## src/rtl/id_ex_pipe_reg_if.sv

```systemverilog
// ID/EX boundary bundle: ID-side instruction fields, EX-side latched copies,
// the external stall/flush controls and the load-use hazard indication.
interface id_ex_pipe_reg_if #(
  parameter int DATA_W  = 32,
  parameter int REG_W   = 5,
  parameter int ALUOP_W = 2
);
  logic               stall;
  logic               flush;
  logic               id_valid;
  logic [6:0]         id_ctrl;
  logic [ALUOP_W-1:0] id_alu_op;
  logic [DATA_W-1:0]  id_pc_plus4;
  logic [DATA_W-1:0]  id_rd1;
  logic [DATA_W-1:0]  id_rd2;
  logic [DATA_W-1:0]  id_imm;
  logic [REG_W-1:0]   id_rs;
  logic [REG_W-1:0]   id_rt;
  logic [REG_W-1:0]   id_rd;
  logic               ex_valid;
  logic [6:0]         ex_ctrl;
  logic [ALUOP_W-1:0] ex_alu_op;
  logic [DATA_W-1:0]  ex_pc_plus4;
  logic [DATA_W-1:0]  ex_rd1;
  logic [DATA_W-1:0]  ex_rd2;
  logic [DATA_W-1:0]  ex_imm;
  logic [REG_W-1:0]   ex_rs;
  logic [REG_W-1:0]   ex_rt;
  logic [REG_W-1:0]   ex_rd;
  logic               hazard_stall;

  // Pipeline front end: drives ID fields and controls, observes EX side.
  modport master (
    output stall, flush, id_valid, id_ctrl, id_alu_op, id_pc_plus4,
           id_rd1, id_rd2, id_imm, id_rs, id_rt, id_rd,
    input  ex_valid, ex_ctrl, ex_alu_op, ex_pc_plus4, ex_rd1, ex_rd2,
           ex_imm, ex_rs, ex_rt, ex_rd, hazard_stall
  );

  // The pipeline register itself.
  modport slave (
    input  stall, flush, id_valid, id_ctrl, id_alu_op, id_pc_plus4,
           id_rd1, id_rd2, id_imm, id_rs, id_rt, id_rd,
    output ex_valid, ex_ctrl, ex_alu_op, ex_pc_plus4, ex_rd1, ex_rd2,
           ex_imm, ex_rs, ex_rt, ex_rd, hazard_stall
  );
endinterface

```

## src/rtl/id_ex_pipe_reg.sv

```systemverilog
// ID/EX pipeline register with load-use hazard detection.
// A load in EX whose (nonzero) rt is read by the ID instruction raises
// hazard_stall for one cycle; the register then takes a bubble while PC and
// IF/ID hold, so the ID instruction is re-presented on the following cycle.
module id_ex_pipe_reg #(
  parameter int DATA_W  = 32,
  parameter int REG_W   = 5,
  parameter int ALUOP_W = 2
) (
  input logic              clk,
  input logic              reset_n,
  id_ex_pipe_reg_if.slave  bus
);
  // Bit position of mem_read inside {reg_dst,alu_src,mem_to_reg,reg_write,mem_read,mem_write,branch}
  localparam int MEM_READ_BIT = 2;

  logic               ex_valid_reg,    ex_valid_next;
  logic [6:0]         ex_ctrl_reg,     ex_ctrl_next;
  logic [ALUOP_W-1:0] ex_alu_op_reg,   ex_alu_op_next;
  logic [DATA_W-1:0]  ex_pc_plus4_reg, ex_pc_plus4_next;
  logic [DATA_W-1:0]  ex_rd1_reg,      ex_rd1_next;
  logic [DATA_W-1:0]  ex_rd2_reg,      ex_rd2_next;
  logic [DATA_W-1:0]  ex_imm_reg,      ex_imm_next;
  logic [REG_W-1:0]   ex_rs_reg,       ex_rs_next;
  logic [REG_W-1:0]   ex_rt_reg,       ex_rt_next;
  logic [REG_W-1:0]   ex_rd_reg,       ex_rd_next;

  // Source register fields of the ID instruction that may consume the load result.
  logic [REG_W-1:0] src_field [2];
  logic [1:0]       src_match;
  logic             hazard;
  logic             take_bubble;
  logic             take_load;

  assign src_field[0] = bus.id_rs;
  assign src_field[1] = bus.id_rt;

  for (genvar gi = 0; gi < 2; gi++) begin : g_src_match
    assign src_match[gi] = (ex_rt_reg == src_field[gi]);
  end

  // Load-use: EX holds a valid load writing a real register that ID reads.
  // Deliberately not gated by stall/flush; the consumer combines them.
  assign hazard = bus.id_valid & ex_valid_reg & ex_ctrl_reg[MEM_READ_BIT]
                & (ex_rt_reg != '0) & (|src_match);

  // Flush beats stall; stall beats the hazard bubble; otherwise load.
  assign take_bubble = bus.flush | (~bus.stall & hazard);
  assign take_load   = ~bus.flush & ~bus.stall & ~hazard;

  // Next-state selection: hold by default, bubble clears the control path,
  // load copies ID fields with control forced off for invalid slots.
  always_comb begin
    ex_valid_next    = ex_valid_reg;
    ex_ctrl_next     = ex_ctrl_reg;
    ex_alu_op_next   = ex_alu_op_reg;
    ex_pc_plus4_next = ex_pc_plus4_reg;
    ex_rd1_next      = ex_rd1_reg;
    ex_rd2_next      = ex_rd2_reg;
    ex_imm_next      = ex_imm_reg;
    ex_rs_next       = ex_rs_reg;
    ex_rt_next       = ex_rt_reg;
    ex_rd_next       = ex_rd_reg;
    if (take_bubble) begin
      ex_valid_next  = 1'b0;
      ex_ctrl_next   = '0;
      ex_alu_op_next = '0;
    end else if (take_load) begin
      ex_valid_next    = bus.id_valid;
      ex_ctrl_next     = bus.id_valid ? bus.id_ctrl : 7'd0;
      ex_alu_op_next   = bus.id_alu_op;
      ex_pc_plus4_next = bus.id_pc_plus4;
      ex_rd1_next      = bus.id_rd1;
      ex_rd2_next      = bus.id_rd2;
      ex_imm_next      = bus.id_imm;
      ex_rs_next       = bus.id_rs;
      ex_rt_next       = bus.id_rt;
      ex_rd_next       = bus.id_rd;
    end
  end

  // State update; synchronous active-low reset clears every EX field.
  always_ff @(posedge clk) begin
    if (!reset_n) begin
      ex_valid_reg    <= 1'b0;
      ex_ctrl_reg     <= '0;
      ex_alu_op_reg   <= '0;
      ex_pc_plus4_reg <= '0;
      ex_rd1_reg      <= '0;
      ex_rd2_reg      <= '0;
      ex_imm_reg      <= '0;
      ex_rs_reg       <= '0;
      ex_rt_reg       <= '0;
      ex_rd_reg       <= '0;
    end else begin
      ex_valid_reg    <= ex_valid_next;
      ex_ctrl_reg     <= ex_ctrl_next;
      ex_alu_op_reg   <= ex_alu_op_next;
      ex_pc_plus4_reg <= ex_pc_plus4_next;
      ex_rd1_reg      <= ex_rd1_next;
      ex_rd2_reg      <= ex_rd2_next;
      ex_imm_reg      <= ex_imm_next;
      ex_rs_reg       <= ex_rs_next;
      ex_rt_reg       <= ex_rt_next;
      ex_rd_reg       <= ex_rd_next;
    end
  end

  assign bus.ex_valid     = ex_valid_reg;
  assign bus.ex_ctrl      = ex_ctrl_reg;
  assign bus.ex_alu_op    = ex_alu_op_reg;
  assign bus.ex_pc_plus4  = ex_pc_plus4_reg;
  assign bus.ex_rd1       = ex_rd1_reg;
  assign bus.ex_rd2       = ex_rd2_reg;
  assign bus.ex_imm       = ex_imm_reg;
  assign bus.ex_rs        = ex_rs_reg;
  assign bus.ex_rt        = ex_rt_reg;
  assign bus.ex_rd        = ex_rd_reg;
  assign bus.hazard_stall = hazard;
endmodule

```

## src/flat_wrapper.sv

```systemverilog
// flat-port wrapper written by rule: the top's interface ports become plain ports
module id_ex_pipe_reg_flat 
#(
  parameter int DATA_W  = 32,
  parameter int REG_W   = 5,
  parameter int ALUOP_W = 2
)
  (clk, reset_n, bus_stall, bus_flush, bus_id_valid, bus_id_ctrl, bus_id_alu_op, bus_id_pc_plus4, bus_id_rd1, bus_id_rd2, bus_id_imm, bus_id_rs, bus_id_rt, bus_id_rd, bus_ex_valid, bus_ex_ctrl, bus_ex_alu_op, bus_ex_pc_plus4, bus_ex_rd1, bus_ex_rd2, bus_ex_imm, bus_ex_rs, bus_ex_rt, bus_ex_rd, bus_hazard_stall);
  id_ex_pipe_reg_if #(.DATA_W(DATA_W), .REG_W(REG_W), .ALUOP_W(ALUOP_W)) bus_i ();
  input logic clk;
  input logic reset_n;
  input wire logic [$bits(bus_i.stall)-1:0] bus_stall;
  input wire logic [$bits(bus_i.flush)-1:0] bus_flush;
  input wire logic [$bits(bus_i.id_valid)-1:0] bus_id_valid;
  input wire logic [$bits(bus_i.id_ctrl)-1:0] bus_id_ctrl;
  input wire logic [$bits(bus_i.id_alu_op)-1:0] bus_id_alu_op;
  input wire logic [$bits(bus_i.id_pc_plus4)-1:0] bus_id_pc_plus4;
  input wire logic [$bits(bus_i.id_rd1)-1:0] bus_id_rd1;
  input wire logic [$bits(bus_i.id_rd2)-1:0] bus_id_rd2;
  input wire logic [$bits(bus_i.id_imm)-1:0] bus_id_imm;
  input wire logic [$bits(bus_i.id_rs)-1:0] bus_id_rs;
  input wire logic [$bits(bus_i.id_rt)-1:0] bus_id_rt;
  input wire logic [$bits(bus_i.id_rd)-1:0] bus_id_rd;
  output wire logic [$bits(bus_i.ex_valid)-1:0] bus_ex_valid;
  output wire logic [$bits(bus_i.ex_ctrl)-1:0] bus_ex_ctrl;
  output wire logic [$bits(bus_i.ex_alu_op)-1:0] bus_ex_alu_op;
  output wire logic [$bits(bus_i.ex_pc_plus4)-1:0] bus_ex_pc_plus4;
  output wire logic [$bits(bus_i.ex_rd1)-1:0] bus_ex_rd1;
  output wire logic [$bits(bus_i.ex_rd2)-1:0] bus_ex_rd2;
  output wire logic [$bits(bus_i.ex_imm)-1:0] bus_ex_imm;
  output wire logic [$bits(bus_i.ex_rs)-1:0] bus_ex_rs;
  output wire logic [$bits(bus_i.ex_rt)-1:0] bus_ex_rt;
  output wire logic [$bits(bus_i.ex_rd)-1:0] bus_ex_rd;
  output wire logic [$bits(bus_i.hazard_stall)-1:0] bus_hazard_stall;
  assign bus_i.stall = bus_stall;
  assign bus_i.flush = bus_flush;
  assign bus_i.id_valid = bus_id_valid;
  assign bus_i.id_ctrl = bus_id_ctrl;
  assign bus_i.id_alu_op = bus_id_alu_op;
  assign bus_i.id_pc_plus4 = bus_id_pc_plus4;
  assign bus_i.id_rd1 = bus_id_rd1;
  assign bus_i.id_rd2 = bus_id_rd2;
  assign bus_i.id_imm = bus_id_imm;
  assign bus_i.id_rs = bus_id_rs;
  assign bus_i.id_rt = bus_id_rt;
  assign bus_i.id_rd = bus_id_rd;
  assign bus_ex_valid = bus_i.ex_valid;
  assign bus_ex_ctrl = bus_i.ex_ctrl;
  assign bus_ex_alu_op = bus_i.ex_alu_op;
  assign bus_ex_pc_plus4 = bus_i.ex_pc_plus4;
  assign bus_ex_rd1 = bus_i.ex_rd1;
  assign bus_ex_rd2 = bus_i.ex_rd2;
  assign bus_ex_imm = bus_i.ex_imm;
  assign bus_ex_rs = bus_i.ex_rs;
  assign bus_ex_rt = bus_i.ex_rt;
  assign bus_ex_rd = bus_i.ex_rd;
  assign bus_hazard_stall = bus_i.hazard_stall;
  id_ex_pipe_reg #(.DATA_W(DATA_W), .REG_W(REG_W), .ALUOP_W(ALUOP_W)) u_core (.clk(clk), .reset_n(reset_n), .bus(bus_i));
endmodule
```

## config.mk

```make
export PLATFORM = sky130hd
export DESIGN_NAME = id_ex_pipe_reg_flat
export DESIGN_NICKNAME = d
export VERILOG_FILES = /design/src/rtl/id_ex_pipe_reg_if.sv /design/src/rtl/id_ex_pipe_reg.sv /design/src/flat_wrapper.sv
export SDC_FILE = /design/constraint.sdc
export NUM_CORES = 1
export LEC_CHECK = 0
export ABC_CLOCK_PERIOD_IN_PS = 2600
export CELL_PAD_IN_SITES_DETAIL_PLACEMENT = 0
export CELL_PAD_IN_SITES_GLOBAL_PLACEMENT = 2
export CORE_ASPECT_RATIO = 1.75
export CORE_MARGIN = 4
export CORE_UTILIZATION = 36
export DETAILED_ROUTE_END_ITERATION = 10
export DONT_BUFFER_PORTS = 1
export HOLD_SLACK_MARGIN = 0.12
export PLACE_DENSITY_LB_ADDON = 0.1
export SETUP_SLACK_MARGIN = 0.02
export SYNTH_ARGS = -nofsm -noshare
export SYNTH_HDL_FRONTEND = slang
export SYNTH_SLANG_ARGS = --single-unit
```

## constraint.sdc

```tcl
create_clock -name clk -period 2.6 [get_ports clk]
set_input_delay 0.52 -clock clk [delete_from_list [all_inputs] [get_ports clk]]
set_output_delay 0.52 -clock clk [all_outputs]
set_load 0.02 [all_outputs]
```

### Word level (Yosys, flattened, before mapping)

Index checks and enable logic that the tools add are counted.

* bits in registers: 153
* bits of input ports: 157
* logic and storage cells: 30

* eq/ne operators: 2
* mux-type cells: 1
* bitwise logic cells: 13
* reduce and logical (&&, ||, !) cells: 4

Operator list (count)
* $eq A5 B5 Y1: 2
* $and A1 B1 Y1: 7
* $mux W7: 1
* $not A1 Y1: 5
* $reduce_bool A5 Y1: 1
* $reduce_or A2 Y1: 2
* $reduce_and A2 Y1: 1
* $or A1 B1 Y1: 1

### Depth between registers and ports, before layout

* word-level depth: 8
* depth in mapped cells: 8

### Worst setup path after synthesis

Ideal clock, no wire load.

* path type: register to output
* start: reg u_core.ex_rt_reg[4] (netlist: u_core.bus.ex_rt[4])
* end: out bus_hazard_stall
* arrival: 1.828 ns
* required time: 2.080 ns
* path slack: 0.252 ns
* stages on the path, launching flop included: 7
* cells stage by stage: dfxtp_1 > clkbuf_1 > xnor2_1 > nand3_1 > o22ai_2 > clkbuf_1 > and2_1

* word-level cells in the longest chain between the ends: 3
* elaborated cells on any way between the ends: 6
* those cells by class: eq/ne: 2; bitwise: 2; reduce/logical: 2

RTL lines
* start: declaration: RTL line id_ex_pipe_reg.sv:25 `logic [REG_W-1:0] ex_rt_reg, ex_rt_next;`
* start signal: assignment: RTL line id_ex_pipe_reg.sv:104 `ex_rt_reg <= ex_rt_next;`
* $eq A5 B5 Y1 / $reduce_bool A5 Y1 (equally long branches): RTL line id_ex_pipe_reg.sv:39, id_ex_pipe_reg.sv:45
* $reduce_or A2 Y1 / $and A1 B1 Y1 (equally long branches): RTL line id_ex_pipe_reg.sv:45 `& (ex_rt_reg != '0) & (|src_match);`
* $and A1 B1 Y1 *: RTL line id_ex_pipe_reg.sv:45
* end: declaration: RTL line flat_wrapper.sv:34 `output wire logic [$bits(bus_i.hazard_stall)-1:0] bus_hazard_stall;`

Every way passes the cells marked *; elsewhere a longest branch is shown, timed or not.

### Worst setup path in the final report

* start: reg u_core.ex_rt_reg[0] (netlist: u_core.bus.ex_rt[0])
* end: out bus_hazard_stall

Same word-level chain as after synthesis.

==> flow_metrics.env <==
export IMPL_grt_setup_unrepaired="false"
export IMPL_dp_hpwl_mm=18.16
export IMPL_grtUsageTotal_pct=21.23
export IMPL_total_switching_power_w=0.001858
export IMPL_core_box_area_sq_mm=0.02343
export IMPL_synth_distinct_cells=25
export IMPL_most_frequent_standard_cell_in_the_layout_excluding_fill_and_tap_cells="dfxtp_1"
export IMPL_first_global_vias=7968
export IMPL_starting_drt_drc_count=752
export IMPL_tritoncts="built"
export IMPL_power_per_cell_area_mw_per_mm2=684.4
export IMPL_fin_setup_tns_ps=0
export IMPL_non_filler_instance_count_after_layout=1274
export IMPL_antenna_found_initial=13
export IMPL_post_synth_top_area_fraction_pct=35.67
export IMPL_final_net_count=1103
export IMPL_floorplan_initialDensity_pct=36.65
export IMPL_final_period_utilization_pct=96.29
export IMPL_std_cell_rows=74
export IMPL_fin_skew_ps=5.014
export IMPL_internal_power_w=0.004533
export IMPL_grt_start_max_net_pins=431
export IMPL_syn_avg_cell_area_sq_um=8.185
export IMPL_routabilityCongestion=0.7786
export IMPL_status="complete, no violations"
export IMPL_detailroute_via_count=8396
export IMPL_root_buffer="clkbuf_16"
export IMPL_areaGrowthSynthToFinish_pct=8.758
export IMPL_timing_critical_path_from_type="flip-flop"
export IMPL_layout_cells_most_common_list="dfxtp_1, nand3_1"
export IMPL_drt_drc_violations_left=0
export IMPL_tightest_slew_ps=1197
export IMPL_timing_hold_worst_class="in -> reg"
export IMPL_slowest_stage="or4_4"
export IMPL_pin_count=311
export IMPL_p_clk_share_pct=43.3
export IMPL_hold_buffers=0
export IMPL_post_drt_wl_per_cell_microns=23.34
export IMPL_numPlacedInstances=1230
export IMPL_yosysWarningCount=0
export IMPL_grt_pass1_wl_mm=45.44
export IMPL_die_area_sq_mm=0.02648
export IMPL_die_height_microns=212.3
export IMPL_critical_path_endpoint_type="output pin"
export IMPL_period_needed_ps=2504
export IMPL_yosys_area_top_type="dfxtp_1"
export IMPL_tritoncts_num_sinks=153
export IMPL_io_port_bufs=0
export IMPL_largest_incremental_delay_on_the_critical_path_ps=580
export IMPL_synth_sequential_area_ratio_pct=35.67
export IMPL_ys_top_cells_by_area="dfxtp_1, a32oi_1, and3_1"
export IMPL_vias_per_cell=6.590
export IMPL_h_tree_depth=4
export IMPL_cp_max_fo=6
export IMPL_max_slew_margin_rel_pct=20.19
export IMPL_die_width_microns=124.7
export IMPL_slew_viol_final=0
export IMPL_cts_root_to_sink_buffers=2
export IMPL_path_cells="or4_4, o2111a_4, and2_2"
export IMPL_static_leakage_power_nw=3.757
export IMPL_synthesis_instances=1049
export IMPL_max_freq_mhz=399.4
export IMPL_cts_inserted_buffers=17
export IMPL_cell_area_synth_sq_mm=0.008586
export IMPL_worst_ep_arrival_time_ps=1980
export IMPL_power_share_sequential_pct=47.3
export IMPL_max_vdd_ir_drop_uv=394.7
export IMPL_power_switching_fraction_pct=29.07
export IMPL_critical_path_required_ps=2080
export IMPL_clk_pin_slew_worst_paths_ps=60
export IMPL_drtPass1Iterations=5
export IMPL_finalSetupViolCount=0
export IMPL_criticalPathCategory="reg -> out"
export IMPL_clock_insertion_delay_worst_skew_ps=440
export IMPL_pwr_share_comb_pct=9.4
export IMPL_maxCapViolCount=0
export IMPL_postRouteAntennaNets=0
export IMPL_ys_seq_elements=153
export IMPL_final_hold_violation_count=0
export IMPL_synth_nets=1206
export IMPL_wirelength_mm=29.73
export IMPL_post_route_cells_drive_above_1_share_pct=6.569
export IMPL_grt_ovfl_total=0
==> power by group through the flow <==
stage	logic, W	clock network [W]	registers, W
floorplan	0.000556	0	0.00298
global placement	0.000571	0	0.00307
detailed placement	0.000606	0	0.00308
CTS	0.000607	0.00285	0.00303
global route	0.000675	0.00293	0.00305
finish	0.000603	0.00277	0.00302
==> cells by family (layout without fill, tap and decap cells) <==
| family | after synthesis | after routing | share of synthesized area, % |
|---|---|---|---|
| and+or+nand+nor | 587 | 587 | 40.60 |
| AOI/OAI and AO/OA | 157 | 157 | 16.21 |
| DFF | 153 | 153 | 35.67 |
| buffers and inverters | 142 | 52 | 6.500 |
| xor gates and xnor gates | 10 | 10 | 1.020 |
| other | 0 | 11 | 0 |
==> through the flow <==
stage | hold WS (ps) | cell area, sq um | worst slack (ps) | total power (W) | utilization (%)
2_1_floorplan | 548.1 | 8586 | 252.1 | 0.003537 | -
3_3_place_gp | 565.3 | 8651 | 394.6 | 0.003639 | 36.93
3_5_place_dp | 587.7 | 8651 | 313.9 | 0.003683 | 36.93
4_1_cts | 178.8 | 9310 | 63.79 | 0.006480 | 39.74
5_1_grt | 184.2 | 9338 | 37.92 | 0.006649 | 39.86
6_report | 211.6 | 9338 | 96.38 | 0.006391 | 39.86
==> synth_stat cells <==
master and number:
o21ai_0 2, a31o_2 1, buf_1 12, nand2b_1 143, o2111a_1 1, clkbuf_1 112
xnor2_1 10, nor2b_1 1, and2_1 2, a22o_1 7, o2111ai_2 1, buf_2 17
nor2_1 1, nand3_1 147, nand2_1 3, dfxtp_1 153, buf_4 1, a32oi_1 143
or2_2 1, nand3b_1 2, o22ai_2 1, or4_4 1, a211oi_4 1, nand4_1 143
and3_1 143
==> layer usage <==
layer / routed length [microns] / track usage [%] / vias to the layer above / share of wire [%]
met3: 2795 / 9.050 / 40 / 9.4
met4: 769 / 9.459 / 4 / 2.6
met2: 15060 / 35.18 / 332 / 51
met5: 14 / 0 / - / 0.047
met1: 11100 / 23.80 / 4122 / 37
li1: - / - / 3898 / -
==> final cells by class <==
cell class | count | area [sq um]
multi-input cells | 754 | 5004
flip-flops and latches | 153 | 3065
repair buffers | 20 | 212.7
clock buffers | 21 | 480.5
clock inverters | 11 | 167.7
well taps | 304 | 380.4
fillers | 2385 | 14090
diodes | 11 | 27.53
==> worst max-delay path, delay by kind of cell, from the launching register on <==
kind / cells / cell delay [ps]
simple gates: 2 / 830
flops: 1 / 390
compound gates: 1 / 320
==> final timing paths <==
path                                          start                    end  slack, ps  cells past startpoint
worst max register to register  u_core.bus.ex_rt[0]   u_core.bus.ex_rd1[2]        300                      6
worst min-delay path                 bus_id_ctrl[5]  u_core.bus.ex_ctrl[5]        210                      1
worst max-delay path            u_core.bus.ex_rt[0]       bus_hazard_stall        100                      3
worst min register to register  u_core.bus.ex_rt[0]    u_core.bus.ex_rt[0]        590                      2
==> repair_timing <==
action	CTS	global route
endpoints found under the setup margin	1	0
setup buffers	1	0
resized for setup	3	0
Note: power is estimated with default switching activity, not from simulation.
